**config.mk**
```make
export PLATFORM = sky130hd
export DESIGN_NAME = apb_cmd_master
export DESIGN_NICKNAME = d
export VERILOG_FILES = /design/src/rtl/apb_cmd_master.sv
export SDC_FILE = /design/constraint.sdc
export NUM_CORES = 1
export LEC_CHECK = 0
export ABC_AREA = 1
export BUFFER_PORTS_ARGS = -buffer_cell sky130_fd_sc_hd__buf_2
export CORE_ASPECT_RATIO = 0.7
export CORE_MARGIN = 3
export CORE_UTILIZATION = 30
export CTS_CLUSTER_DIAMETER = 80
export CTS_CLUSTER_SIZE = 16
export DETAILED_ROUTE_END_ITERATION = 6
export PLACE_DENSITY = 0.55
export SYNTH_ARGS = -nofsm -noshare
export SYNTH_HDL_FRONTEND = slang
export SYNTH_SLANG_ARGS = --single-unit
export TNS_END_PERCENT = 10
```
**constraint.sdc**
```tcl
create_clock -name PCLK -period 1.3 [get_ports PCLK]
set_input_delay 0.325 -clock PCLK [delete_from_list [all_inputs] [get_ports PCLK]]
set_output_delay 0.325 -clock PCLK [all_outputs]
set_load 0.05 [all_outputs]
```
**src/rtl/apb_cmd_master.sv**
```systemverilog
// Command-to-APB bridge: one command in flight, registered APB and response outputs.
// Optional ACCESS wait timeout is compiled in with `define APB_TIMEOUT_EN.
module apb_cmd_master #(
    parameter int PDATA_SIZE     = 32,
    parameter int PADDR_SIZE     = 4,
    parameter int TIMEOUT_CYCLES = 16
) (
    input  logic                    PCLK,
    input  logic                    PRESET,
    input  logic                    cmd_valid,
    output logic                    cmd_ready,
    input  logic                    cmd_write,
    input  logic [PADDR_SIZE-1:0]   cmd_addr,
    input  logic [PDATA_SIZE-1:0]   cmd_wdata,
    input  logic [PDATA_SIZE/8-1:0] cmd_strb,
    output logic                    rsp_valid,
    output logic [PDATA_SIZE-1:0]   rsp_rdata,
    output logic                    rsp_err,
    output logic                    PSEL,
    output logic                    PENABLE,
    output logic                    PWRITE,
    output logic [PADDR_SIZE-1:0]   PADDR,
    output logic [PDATA_SIZE-1:0]   PWDATA,
    output logic [PDATA_SIZE/8-1:0] PSTRB,
    input  logic [PDATA_SIZE-1:0]   PRDATA,
    input  logic                    PREADY,
    input  logic                    PSLVERR
);

    localparam int STRB_W = PDATA_SIZE / 8;

    // state  | meaning
    // IDLE   | cmd_ready high, waiting for a command
    // SETUP  | PSEL high, PENABLE low, one cycle only
    // ACCESS | PSEL and PENABLE high until PREADY (or timeout)
    typedef enum logic [1:0] {IDLE, SETUP, ACCESS} state_t;

    state_t state_q, state_d;

    logic                  cmd_ready_q, cmd_ready_d;
    logic                  rsp_valid_q, rsp_valid_d;
    logic [PDATA_SIZE-1:0] rsp_rdata_q, rsp_rdata_d;
    logic                  rsp_err_q, rsp_err_d;
    logic                  psel_q, psel_d;
    logic                  penable_q, penable_d;
    logic                  pwrite_q, pwrite_d;
    logic [PADDR_SIZE-1:0] paddr_q, paddr_d;
    logic [PDATA_SIZE-1:0] pwdata_q, pwdata_d;
    logic [STRB_W-1:0]     pstrb_q, pstrb_d;
    logic                  timeout;

`ifdef APB_TIMEOUT_EN
    localparam int CNT_W = $clog2(TIMEOUT_CYCLES + 1);

    logic [CNT_W-1:0] wait_cnt_q, wait_cnt_d;

    always_comb begin
        wait_cnt_d = wait_cnt_q;
        if (state_q == SETUP) begin
            wait_cnt_d = '0;
        end else if (state_q == ACCESS && !PREADY) begin
            wait_cnt_d = wait_cnt_q + 1'b1;
        end
    end

    assign timeout = (state_q == ACCESS) && !PREADY && (wait_cnt_d == CNT_W'(TIMEOUT_CYCLES));

    always_ff @(posedge PCLK) begin
        if (PRESET) begin
            wait_cnt_q <= '0;
        end else begin
            wait_cnt_q <= wait_cnt_d;
        end
    end
`else
    assign timeout = 1'b0;
`endif

    always_ff @(posedge PCLK) begin
        if (PRESET) begin
            state_q <= IDLE;
        end else begin
            state_q <= state_d;
        end
    end

    always_comb begin
        state_d = state_q;
        case (state_q)
            IDLE:    if (cmd_valid && cmd_ready_q) state_d = SETUP;
            SETUP:   state_d = ACCESS;
            ACCESS:  if (PREADY || timeout) state_d = IDLE;
            default: state_d = IDLE;
        endcase
    end

    always_comb begin
        cmd_ready_d = (state_d == IDLE);
        psel_d      = (state_d != IDLE);
        penable_d   = (state_d == ACCESS);
        pwrite_d    = pwrite_q;
        paddr_d     = paddr_q;
        pwdata_d    = pwdata_q;
        pstrb_d     = pstrb_q;
        rsp_valid_d = 1'b0;
        rsp_rdata_d = rsp_rdata_q;
        rsp_err_d   = rsp_err_q;
        if (state_q == IDLE && state_d == SETUP) begin
            // read commands put zero on the write-only buses
            pwrite_d = cmd_write;
            paddr_d  = cmd_addr;
            pwdata_d = cmd_write ? cmd_wdata : '0;
            pstrb_d  = cmd_write ? cmd_strb : '0;
        end
        if (state_q == ACCESS && state_d == IDLE) begin
            rsp_valid_d = 1'b1;
            if (PREADY) begin
                rsp_err_d   = PSLVERR;
                rsp_rdata_d = pwrite_q ? '0 : PRDATA;
            end else begin
                rsp_err_d   = 1'b1;
                rsp_rdata_d = '0;
            end
        end
    end

    always_ff @(posedge PCLK) begin
        if (PRESET) begin
            cmd_ready_q <= 1'b0;
            rsp_valid_q <= 1'b0;
            rsp_rdata_q <= '0;
            rsp_err_q   <= 1'b0;
            psel_q      <= 1'b0;
            penable_q   <= 1'b0;
            pwrite_q    <= 1'b0;
            paddr_q     <= '0;
            pwdata_q    <= '0;
            pstrb_q     <= '0;
        end else begin
            cmd_ready_q <= cmd_ready_d;
            rsp_valid_q <= rsp_valid_d;
            rsp_rdata_q <= rsp_rdata_d;
            rsp_err_q   <= rsp_err_d;
            psel_q      <= psel_d;
            penable_q   <= penable_d;
            pwrite_q    <= pwrite_d;
            paddr_q     <= paddr_d;
            pwdata_q    <= pwdata_d;
            pstrb_q     <= pstrb_d;
        end
    end

    assign cmd_ready = cmd_ready_q;
    assign rsp_valid = rsp_valid_q;
    assign rsp_rdata = rsp_rdata_q;
    assign rsp_err   = rsp_err_q;
    assign PSEL      = psel_q;
    assign PENABLE   = penable_q;
    assign PWRITE    = pwrite_q;
    assign PADDR     = paddr_q;
    assign PWDATA    = pwdata_q;
    assign PSTRB     = pstrb_q;

endmodule

```
Yosys cells after proc, flatten, opt, wreduce, memory -nomap -nowiden
Index checks and enable logic that the tools add are counted.

word-level totals
  input bits = 78
  memories = 0
  memory bits (read-only) = 0
  output and inout port bits = 78
  word-level logic and storage cells = 30
  memory bits (writable) = 0
  flip-flop bits (word level) = 80
  latch bits = 0

operators by class
  shifts and indexed selects = 0
  reductions and logical operators = 6
  $mul = 0
  magnitude comparators = 0
  add/sub/neg operators = 0
  bitwise gates (word level) = 0
  multiplexer cells = 9
  eq/ne operators = 4
  divide/modulo/power cells = 0

operators with widths
  kind                                                              count
  32-bit 2-to-1 mux                                                 3
  2-bit one-hot mux with 3 select lines                             1
  2-bit by 1-bit == test with 1-bit output (second input constant)  2
  2-bit == test (second input constant)                             2
  2-bit logical NOT                                                 2
  2-bit 2-to-1 mux                                                  2
  4-bit 2-to-1 mux                                                  1
  1-bit logical AND                                                 3
  1-bit 2-to-1 mux                                                  2
  2-bit nonzero test                                                1

Logic depth before layout (Yosys ltp)
  depth in word-level cells = 6
  gate-level depth with buffers = 7
  depth with buffers taken out = 6

Worst setup path before layout
No wires, ideal clock.

  path kind = flip-flop to flip-flop
  start point = register cmd_ready_q, in the netlist cmd_ready
  end point = register paddr_q[0], in the netlist PADDR[0]
  clock period less this slack = 1.386 ns
  required time = 1.186 ns
  arrival time = 1.271 ns
  buffers on the path = 1
  setup time = 0.114 ns
  slack = -0.086 ns
  stages on the path, launching flop included = 7
  cells stage by stage = dfxtp_1 -> nand2_1 -> clkinv_1 -> clkbuf_1 -> nand3b_1 -> nand2_1 -> nor2_1

between the ends
  cells in the longest elaborated chain, start to end = 5

RTL lines
  item                                      line  source
  start, declared                           40    logic cmd_ready_q, cmd_ready_d;
  start signal, assigned                    140   cmd_ready_q <= cmd_ready_d;
  1-bit logical AND                         90    IDLE: if (cmd_valid && cmd_ready_q) state_d = SETUP;
  2-bit 2-to-1 mux                          90
  2-bit one-hot mux with 3 select lines     89    case (state_q)
  2-bit by 1-bit == test with 1-bit output  108   if (state_q == IDLE && state_d == SETUP) begin
  1-bit logical AND                         108
  end signal, assigned                      147   paddr_q <= paddr_d;
  end, declared                             47    logic [PADDR_SIZE-1:0] paddr_q, paddr_d;

No other way between the ends.
A chain may end at the register's enable or synchronous reset.

Worst setup path after layout
  start point = register pstrb_q[2], in the netlist PSTRB[2]
  end point = output PSTRB[2]

RTL lines
  item                    line  source
  start, declared         49    logic [STRB_W-1:0] pstrb_q, pstrb_d;
  start signal, assigned  149   pstrb_q <= pstrb_d;
  end, declared           24    output logic [PDATA_SIZE/8-1:0] PSTRB,

No word-level cell between the ends.

==> results.yml <==
synthesis:
  seq_area_frac_synth_pct: 47.76
  synth_compound_area_share_pct: 10.75
  synth_xor_area_share_pct: 0
  synth_adder_area_share_pct: 0
  postSynthCellCount: 496
  synth_nets: 574
  synth_cell_types: 14
  synthMuxAreaShare_pct: 0
  yosys_warnings: 0
  synthesis.area_mm2: 0.003353
  synth_top_family_by_area: "simple AND/OR/NAND/NOR gates"
  synth-simple-area-share_pct: 28.58
  ys_seq_elements: 80
  avgSynthCellArea_um2: 6.761
pwr:
  p_per_area_mw_per_mm2: 1313
  finalPower_w: 0.006209
  cellLeakagePower_nw: 2.577
  irDropWorstVdd_v: 0.0006109
sta:
  hold_ws_ps: 229.0
  slew_viol_final: 0
  finClkSkew_ps: 5.110
  hold_viol: 0
  setup_violations: 0
  setup_tns_ps: 0
  post-route-period-util_pct: 97.81
  max_freq_ghz: 0.7864
  rsz0062_at_grt: "yes"
  tightest_slew_ps: 463.3
  max-slew-margin-rel_pct: 69.12
  period_minus_slack_ps: 1272
floorplanning:
  die_area_mm2: 0.01250
  die_w_um: 132.4
  dieHeight_um: 94.46
  rows: 31
  floorplan.initialDensity_pct: 31.55
  core_mm2: 0.01063
  io_pins: 156
global_routing:
  grt_pass1_vias: 3212
  grt_max_degree: 44
  antenna_found_initial: 0
  grt_pass1_wl_um: 15280
  grt_overflow_total: 0
  grt_use_total_pct: 14.66
clocking:
  cts_made_buffers: 9
  clk_latency_ps: 320
  clkTransAtPathRegs_ps: 60
  cts_tree: "yes"
  post_cts_buffers: 0
  ctsRootBufferMaster: "clkbuf_16"
  cts_sinks: 80
  h-tree-depth: 3
  clk_path_buf_depth: 2
setup_path:
  cp_cell_sequence: "buf_2"
  start_kind: "flip-flop"
  crit_family: "flip-flops"
  regToRegSetupSlack_ps: 150
  arrival_ps: 950
  critical_path_required_ps: 980
  crit_slowest_cell: "dfxtp_1"
  critPathKind: "flip-flop to primary output"
  crit_fanout: 2
  end_kind: "primary output"
  critPathBufInv: 1
  cp_slowest_stage_delay_ps: 350
routing:
  maxUsedRoutingLayer: "met4"
  wl_met3_um: 464
  drt_wl_total_um: 9384
  vias: 3399
  wl_met2_um: 4425
  wl_met1_um: 4354
  wl_per_cell_um: 11.83
  first_iter_violations: 144
  vias_per_cell: 4.286
  first_pass_iters: 4
  drc: 0
  drtAntennaViolNets: 0
finish:
  stdcell_count: 793
  layout_common_cells: "145 x nand2_1, 134 x buf_2, 78 x dfxtp_1"
  final_common_cell: "nand2_1"
  antenna_cells: 0
  syn2layout_area_growth_pct: 41.01
  fill_cells: 1133
  drive_gt1_share_pct: 29.30
  final_area_mm2: 0.004728
  nNetsFinal: 719
placement:
  hpwl_um: 6664
  dpl_cell_area_mm2: 0.004345
  portBuffers: 155
  gp_congestion: 0.7213
  place_inst: 778
flow_run:
  cap_violations: 0
outcome:
  run_status: "finished clean"
hold_path:
  min_path_type: "primary input to flip-flop"
==> cell families (layout without fill, tap and decap cells) <==
kind of cell / after synthesis / after routing
AND/OR/NAND/NOR: 236 / 236
AO/OA/AOI/OAI: 72 / 72
flip-flops: 80 / 80
buffers and inverters: 108 / 257
==> cell usage after synthesis <==
cell | n | share of area, %
a21oi_1 | 72 | 11
and2_1 | 1 | 0.19
buf_2 | 22 | 3.3
clkbuf_1 | 12 | 1.3
clkinv_1 | 1 | 0.11
dfxtp_1 | 80 | 48
inv_1 | 71 | 7.9
inv_2 | 2 | 0.22
nand2_1 | 145 | 16
nand3_1 | 40 | 6.0
nand3b_1 | 4 | 0.90
nand4_1 | 1 | 0.19
nor2_1 | 44 | 4.9
nor2_2 | 1 | 0.19
==> cell type report <==
type | instances | area, um2 | share of cell area, %
multi-input cells | 308 | 1331 | 28.16
clock inverters | 3 | 65.06 | 1.376
inverters | 74 | 277.8 | 5.875
flip-flops and latches | 80 | 1604 | 33.92
well taps | 148 | 185.2 | 3.916
clock buffers | 12 | 256.5 | 5.425
repair buffers | 168 | 1008 | 21.33
==> where the power goes <==
part | switching, W | internal, W | total (W)
combinational | 0.000619 | 0.000294 | 0.000913
clock | 0.000944 | 0.00177 | 0.00272
sequential | 0.0000440 | 0.00253 | 0.00258
==> worst paths after layout <==
check                                      to  cells past startpoint  startpoint
worst max-delay path                 PSTRB[2]                      1    PSTRB[2]
worst min-delay path            rsp_rdata[12]                      3  PRDATA[12]
worst max register to register     PWDATA[27]                      6   cmd_ready
worst min register to register        rsp_err                      2     rsp_err
==> metrics by stage <==
step / setup WS, ps / utilization [%]
finish: 28.43 / 44.49
global route: -0.7183 / 44.49
CTS: 8.894 / 43.96
detailed placement: 4.450 / 40.89
global placement: 72.05 / 40.89
floorplan: 44.62 / -
==> per-layer routing <==
layer	global-route usage, %	vias up
li1	-	1803
met1	18.31	1515
met2	24.79	71
met3	4.153	10
met4	4.585	0
met5	0	-
==> what timing repair did <==
item	CTS	global route
setup endpoints to repair	2	28
pin swaps	0	0
hold buffers	0	0
gates resized for setup	2	22
==> state kept, by name, indices dropped and copies added (netlist names) <==
signal / cells
PSTRB: 4
PWDATA: 32
state_q: 2
PADDR: 4
rsp_valid: 1
cmd_ready: 1
PWRITE: 1
PSEL: 1
rsp_rdata: 32
rsp_err: 1
PENABLE: 1
Note: power is estimated with default switching activity, not from simulation.
